$ cat src/rtl/vga_pattern_sequencer.sv
// vga_pattern_sequencer: owns the raster position and muxes NUM_SRC pattern
// sources onto one registered RGB output. The displayed source changes only at
// frame boundaries, either on a manual request or after HOLD_FRAMES frames.
// The incoming source gets a one-cycle restart pulse so that its pixel counter
// is aligned to the frame.
module vga_pattern_sequencer #(
    parameter int H_TOTAL     = 800,
    parameter int H_ACTIVE    = 640,
    parameter int V_TOTAL     = 525,
    parameter int V_ACTIVE    = 480,
    parameter int NUM_SRC     = 3,
    parameter int SEL_W       = 2,
    parameter int HOLD_FRAMES = 60
) (
    input  logic                   vga_clk,
    input  logic                   arst_n,
    input  logic                   next_req,
    input  logic                   auto_en,
    input  logic [NUM_SRC*24-1:0]  src_rgb,
    output logic [NUM_SRC-1:0]     src_restart,
    output logic [SEL_W-1:0]       src_sel,
    output logic [7:0]             red,
    output logic [7:0]             green,
    output logic [7:0]             blue,
    output logic                   de,
    output logic                   frame_start
);

    localparam int HW = $clog2(H_TOTAL);
    localparam int VW = $clog2(V_TOTAL);
    localparam int FW = $clog2(HOLD_FRAMES + 1);

    typedef enum logic {
        SHOW = 1'b0,   // displaying a source, no advance requested
        PEND = 1'b1    // advance requested, taken at the next frame end
    } state_t;

    logic [HW-1:0]      h_q, h_d;
    logic [VW-1:0]      v_q, v_d;
    state_t             state_q, state_d;
    logic [FW-1:0]      frame_q, frame_d;
    logic [SEL_W-1:0]   sel_q, sel_d;
    logic [NUM_SRC-1:0] restart_q, restart_d;
    logic               req_q, req_d;
    logic [23:0]        rgb_q, rgb_d;
    logic               de_q, de_d;

    logic               h_end, v_end, last, decide, active;
    logic               req_rise, auto_expire, switching;
    logic [SEL_W-1:0]   next_sel;
    logic [23:0]        pix;

    // Raster decode, request edge detect and the selected source pixel.
    always_comb begin
        // NOTE: every signal written here gets a default first so no latch is inferred.
        pix         = '0;
        h_end       = (h_q == HW'(H_TOTAL - 1));
        v_end       = (v_q == VW'(V_TOTAL - 1));
        last        = h_end && v_end;
        decide      = (h_q == HW'(H_TOTAL - 2)) && v_end;
        active      = (h_q < HW'(H_ACTIVE)) && (v_q < VW'(V_ACTIVE));
        req_rise    = next_req && !req_q;
        auto_expire = auto_en && (state_q == SHOW) && (frame_q == FW'(HOLD_FRAMES - 1));
        next_sel    = (sel_q == SEL_W'(NUM_SRC - 1)) ? '0 : sel_q + 1'b1;
        // The restart pulse is only ever high in the LAST cycle of a switching frame.
        switching   = |restart_q;
        for (int k = 0; k < NUM_SRC; k++) begin
            if (sel_q == SEL_W'(k)) pix = src_rgb[24*k +: 24];
        end
    end

    // Next-state logic: raster counters, advance FSM, frame hold counter, output pipe.
    always_comb begin
        h_d       = h_end ? '0 : h_q + 1'b1;
        v_d       = v_q;
        state_d   = state_q;
        frame_d   = frame_q;
        sel_d     = sel_q;
        restart_d = '0;
        req_d     = next_req;
        de_d      = active;
        rgb_d     = active ? pix : 24'h0;

        if (h_end) v_d = v_end ? '0 : v_q + 1'b1;

        // Decide one cycle early so the restart pulse lands exactly on LAST.
        // A request arriving on LAST itself misses this decision and waits a frame.
        if (decide && (state_q == PEND || req_rise || auto_expire))
            restart_d = NUM_SRC'(1) << next_sel;

        case (state_q)
            SHOW:    if (req_rise) state_d = PEND;
            PEND:    state_d = PEND;   // further requests coalesce here
            default: state_d = SHOW;
        endcase

        if (last) begin
            if (switching) begin
                sel_d   = next_sel;
                frame_d = '0;
                state_d = req_rise ? PEND : SHOW;
            end else if (auto_en && state_q == SHOW && frame_q < FW'(HOLD_FRAMES - 1)) begin
                frame_d = frame_q + 1'b1;
            end
        end

        if (!auto_en) frame_d = '0;
    end

    // State registers, all cleared immediately by the asynchronous reset.
    always_ff @(posedge vga_clk or negedge arst_n) begin
        // NOTE: state is updated with non-blocking assignments so every flop samples pre-edge values.
        if (!arst_n) begin
            h_q       <= '0;
            v_q       <= '0;
            state_q   <= SHOW;
            frame_q   <= '0;
            sel_q     <= '0;
            restart_q <= '0;
            req_q     <= 1'b0;
            rgb_q     <= '0;
            de_q      <= 1'b0;
        end else begin
            h_q       <= h_d;
            v_q       <= v_d;
            state_q   <= state_d;
            frame_q   <= frame_d;
            sel_q     <= sel_d;
            restart_q <= restart_d;
            req_q     <= req_d;
            rgb_q     <= rgb_d;
            de_q      <= de_d;
        end
    end

    assign src_restart = restart_q;
    assign src_sel     = sel_q;
    assign red         = rgb_q[23:16];
    assign green       = rgb_q[15:8];
    assign blue        = rgb_q[7:0];
    assign de          = de_q;
    // Gated by reset so the raster origin held during reset does not read as a frame start.
    assign frame_start = arst_n && (h_q == '0) && (v_q == '0);

endmodule

$ cat config.mk
export PLATFORM = sky130hd
export DESIGN_NAME = vga_pattern_sequencer
export DESIGN_NICKNAME = d
export VERILOG_FILES = /design/src/rtl/vga_pattern_sequencer.sv
export SDC_FILE = /design/constraint.sdc
export NUM_CORES = 1
export LEC_CHECK = 0
export CAP_MARGIN = 20
export CORE_MARGIN = 5
export CORE_UTILIZATION = 40
export DETAILED_ROUTE_END_ITERATION = 16
export HOLD_SLACK_MARGIN = 0.12
export PLACE_DENSITY_LB_ADDON = 0.3
export SLEW_MARGIN = 20
export SYNTH_ARGS = -nofsm -noshare
export SYNTH_HDL_FRONTEND = slang
export SYNTH_SLANG_ARGS = --single-unit
$ cat constraint.sdc
create_clock -name vga_clk -period 3.2 [get_ports vga_clk]
set_input_delay 0.96 -clock vga_clk [delete_from_list [all_inputs] [get_ports vga_clk]]
set_output_delay 0.96 -clock vga_clk [all_outputs]
set_load 0.005 [all_outputs]
# ---- Word level (Yosys, flattened, before mapping)
# Index checks and enable logic that the tools add are counted.
dict set report word_totals {
  ff_bits 58
  latch_bits 0
  mem_bits_rw 0
  rom_bits 0
  input_bits 76
  out_inout_bits 31
  word_cells 61
  n_memories 0
}
dict set report classes {
  addsub 4
  multipliers 0
  div_mod_pow 0
  n_lt_le_gt_ge 3
  n_eq_ne 8
  n_shift 1
  muxes 16
  bitwise_logic 1
  n_reduce_logical 19
}
# operator n
set op_table {}
lappend op_table {{$mux W24} 4}
lappend op_table {{$eq A10 B10 Y1 const B} 3}
lappend op_table {{$mux W6} 4}
lappend op_table {{$add A10 B1 Y10 const B} 2}
lappend op_table {{$logic_not A10 Y1} 2}
lappend op_table {{$mux W10} 2}
lappend op_table {{$logic_and A1 B1 Y1} 10}
lappend op_table {{$lt A10 B10 Y1 const B} 1}
lappend op_table {{$lt A10 B9 Y1 const B} 1}
lappend op_table {{$add A6 B1 Y6 const B} 1}
lappend op_table {{$eq A6 B6 Y1 const B} 1}
lappend op_table {{$lt A6 B6 Y1 const B} 1}
lappend op_table {{$reduce_and A2 Y1} 2}
lappend op_table {{$mux W1} 3}
lappend op_table {{$mux W3} 1}
lappend op_table {{$ne A3 B1 Y1 const B} 1}
lappend op_table {{$reduce_or A3 Y1} 1}
lappend op_table {{$shl A1 B2 Y3 const A} 1}
lappend op_table {{$add A2 B1 Y2 const B} 1}
lappend op_table {{$eq A2 B1 Y1 const B} 1}
lappend op_table {{$eq A2 B2 Y1 const B} 1}
lappend op_table {{$logic_not A2 Y1} 1}
lappend op_table {{$logic_or A1 B1 Y1} 2}
lappend op_table {{$mux W2} 1}
lappend op_table {{4 further kinds} 4}

# ---- Depth between registers and ports, before layout
dict set report depth {
  depth_word 7
  depth_mapped 7
  mapped_depth_nobuf 7
}

# ---- Worst setup path after synthesis
# No wires, ideal clock.
dict set report synth_path {
  path_kind {input to output}
  startpoint {input port arst_n}
  endpoint {output port frame_start}
  arrival_ps 1481
  t_required_ps 2240
  path_slack_ps 759
  stages 3
  n_path_buf 0
  cell_sequence {nor4b_1 nand4_1 nor3_1}
}
dict set report synth_between {
  elab_chain_cells 2
}
# element line_no
set synth_lines {}
lappend synth_lines {{from (decl)} 16} ;# input logic arst_n,
lappend synth_lines {{$logic_and A1 B1 Y1 (2 in series)} 143} ;# assign frame_start = arst_n && (h_q == '0) && (v_q == '0);
lappend synth_lines {{to (decl)} 26} ;# output logic frame_start
# No other way between the ends.

# ---- Worst setup path after layout
# Ends and elaborated chain as after synthesis.

==> metrics.log <==
INFO  metric outcome = finished, final reports clean
INFO  metric leakage_dissipation = approximately 1.8 nW
INFO  metric rsz0062_at_grt = false
INFO  metric clock_insertion_delay_at_the_later_pin_of_the_skew_report = roughly 0.34 ns
INFO  metric worstHoldPathType = flip-flop to flip-flop
INFO  metric ios = 107
INFO  metric area_growth = 46.5%
INFO  metric synth_seq_area_share = 48.9%
INFO  metric initial_antenna_violation_count = 0
INFO  metric worst_ep_required_time = 2.24 ns
INFO  metric yosys_warnings = 0
INFO  metric slew_headroom = 43.1%
INFO  metric timing.hold.ws = between 0.5 and 0.6 ns
INFO  metric first_global_vias = approximately 2.7k
INFO  metric fin_worst_skew = 0.00857 ns
INFO  metric timing.fmax = 0.326 GHz
INFO  metric worstSetupPathType = input pin to output pin
INFO  metric cts-buffers-inserted = 9
INFO  metric synth.net_count = 391
INFO  metric drive_gt1_share = 9.20%
INFO  metric tritoncts = done
INFO  metric initial_utilization = 40.9%
INFO  metric irDropWorstVdd = between 0.2 and 0.25 mV
INFO  metric postLayoutCoreUtil = 60.0%
INFO  metric h-tree-depth = 3
INFO  metric die_x = 96.2 um
INFO  metric pwr_density_cell = roughly 370 nW/um^2
INFO  metric cts_post_setup_buffers_inserted = 0
INFO  metric dpl.hpwl = 5820 um
INFO  metric fin_setup_tns = 0 ns
INFO  metric drt_iter0_markers = 105
INFO  metric drt_pass1_iterations = 7
INFO  metric grt_pass1_wl = roughly 12000 um
INFO  metric synth_cells = 309
INFO  metric postSynthAreaPerCell = around 9.6 um^2
INFO  metric synth_area = slightly below 3000 um^2
INFO  metric ctsLongestPathBuffers = 2
INFO  metric cp-end-kind = output pin
INFO  metric cp_slowest_cell = sky130_fd_sc_hd__clkdlybuf4s50_1
INFO  metric tightestPinTransition = 0.853 ns
INFO  metric setup_viol_count_final = 0
INFO  metric min_period = 3.07 ns
INFO  metric critPathMaxFanout = 2
INFO  metric postSynth.topFlopCell = sky130_fd_sc_hd__dfrtp_1
INFO  metric gr-total-overflow = 0
INFO  metric fill_cell_total_of_the_finished_layout = 616
INFO  metric die_height = about 96 um
INFO  metric finish.instance_area = 4350 um^2
INFO  metric fp.coreArea = 7250 um^2
INFO  metric floorplan.rows = 31
INFO  metric clkSlewWorstSetupHoldPaths = about 0.07 ns
INFO  metric die_outline_area = 9250 um^2
INFO  metric worst_ep_arrival_time = 2.11 ns
INFO  metric asyncSetResetFlopFracSynth = 100%
INFO  metric timing.critical_path.cells = buf_2 > nor4b_2 > nand4_1 > nor3_2 > clkdlybuf4s50_1
INFO  metric grtUsageTotal = ~18%
INFO  metric buffer_ports.inserted = 106
INFO  metric synthDistinctLibCells = 48
INFO  metric root_buffer = sky130_fd_sc_hd__clkbuf_8
INFO  metric crit_family = buffers and inverters
INFO  metric timing.final.hold_violations = 0
INFO  metric maximum_number_of_pins_on_one_net_before_global_route_repair = 59
INFO  metric routed-via-count = ~2.6k
INFO  metric dp_cells = 507
INFO  metric timing.critical_path.buf_inv = 2
INFO  metric gp_congestion = 0.910
INFO  metric layoutNonFillerInstCount = 523
INFO  metric antenna_left = 0
INFO  metric critPathLaunchType = input pin
INFO  metric slew_violations = 0
INFO  metric clock_sink_count = between 50 and 60
INFO  metric synth_edf_count = 0
INFO  metric drt_drc_violations_left = 0
INFO  metric num_antenna_cells = 0
INFO  metric max_cap_viol_count = 0
INFO  metric total_of_flip_flops_plus_latches_after_synthesis = 58
INFO  metric period_utilization_post_route = 95.9%
INFO  metric vias_per_cell = 4.94
INFO  metric max_stage_delay = 0.53 ns
INFO  metric placed_area = a little over 4000 um^2
INFO  metric finalNetCount = 501
INFO  metric finalWirelength = approximately 7600 um
INFO  metric routedWlPerCell = 14.5 um
## per-layer routing
layer  part of all wire (%)  routed length, um  global-route usage [%]
met5                      0                  0                       0
met4                    2.4                180                    9.24
met3                     11                805                    8.05
met2                     47               3530                    28.8
met1                     40               3070                    19.9
## state kept, by name, indices dropped and copies added, names as in the netlist
signal       cells
rgb_q           24
src_sel          2
req_q            1
src_restart      3
frame_q          6
state_q          1
h_q             10
v_q             10
de               1
## cell usage in the layout (no fill, tap or decap), drive strengths merged, types with 2 or more instances in the layout
cell and n:
a21oi 26, and3 4, buf 6, clkbuf 9
clkdlybuf4s50 105, clkinv 3, clkinvlp 2, dfrtp 58
ha 6, inv 11, mux2i 26, nand2 20
nand3 16, nand4 3, nand4b 2, nor2 66
nor2b 3, nor3 11, nor4 2, o211ai 2
o21ai 6, o22ai 2, or2 4, or3 2
xnor2 5, xor2 8
## cell type report
| type | instances | area (um^2) | area share [%] |
|---|---|---|---|
| sequential | 58 | 1450 | 33.4 |
| multi-input combinational | 229 | 1440 | 33.1 |
| tap | 99 | 124 | 2.85 |
| inverter | 10 | 37.5 | 0.863 |
| clock buffer | 9 | 124 | 2.85 |
| clock inverter | 7 | 78.8 | 1.81 |
| timing repair buffer | 111 | 1090 | 25.1 |
## stage by stage
step	worst slack (ns)	total power [mW]
after floorplan	0.759	0.800
after global placement	-0.0294	0.945
after detailed placement	-0.0126	0.946
after CTS	0.0334	1.63
after global routing	0.0159	1.69
final	0.131	1.61
## cells by family after synthesis
| family | Yosys count | share of synthesized area [%] |
|---|---|---|
| simple gates | 137 | 23.6 |
| fa+ha+maj | 6 | 2.53 |
| compound gates | 46 | 9.06 |
| buf+inv | 22 | 2.99 |
| mux | 27 | 9.14 |
| flops | 58 | 48.9 |
| xor+xnor | 13 | 3.83 |
## report_power, final
group | internal (mW) | total [mW] | switching [mW]
Clock | 0.365 | 0.679 | 0.314
Combinational | 0.121 | 0.177 | 0.0559
Sequential | 0.749 | 0.753 | 0.00454
Total | 1.23 | 1.61 | 0.375
## synth_stat cells (all sizes together), types with 2 or more instances
library cell | number | share of area (%)
or3 | 2 | 0.59
and3 | 4 | 0.84
a21oi | 26 | 4.4
mux2i | 26 | 8.8
o22ai | 2 | 0.42
inv | 10 | 1.3
clkbuf | 6 | 0.76
ha | 6 | 2.5
nand4b | 2 | 0.59
or2 | 4 | 1.0
nor4 | 2 | 1.4
nand3 | 16 | 2.9
nand4 | 3 | 0.63
nand2 | 20 | 2.6
o211ai | 2 | 0.51
nor3 | 11 | 2.7
dfrtp | 58 | 49
xnor2 | 5 | 1.5
o21ai | 6 | 1.0
nor2b | 3 | 0.63
buf | 6 | 0.97
xor2 | 8 | 2.4
nor2 | 66 | 8.7
## worst paths after layout
| check | from | end | slack, ns | cells past startpoint |
|---|---|---|---|---|
| setup / recovery | arst_n | frame_start | 0.13 | 5 |
| hold / removal | h_q[0] | h_q[0] | 0.51 | 1 |
| setup reg to reg | h_q[1] | src_sel[0] | 1.14 | 6 |
| hold reg to reg | h_q[0] | h_q[0] | 0.51 | 1 |
| max in group asynchronous | arst_n | v_q[0] | 1.91 | 2 |
| min in group asynchronous | arst_n | frame_q[4] | 0.81 | 2 |
## what timing repair did
action,in CTS,in global routing
hold buffers,0,0
gates cloned,0,0
endpoints found under the setup margin,1,1
gates resized for setup,1,1
Power figures use the tool's default switching activity.
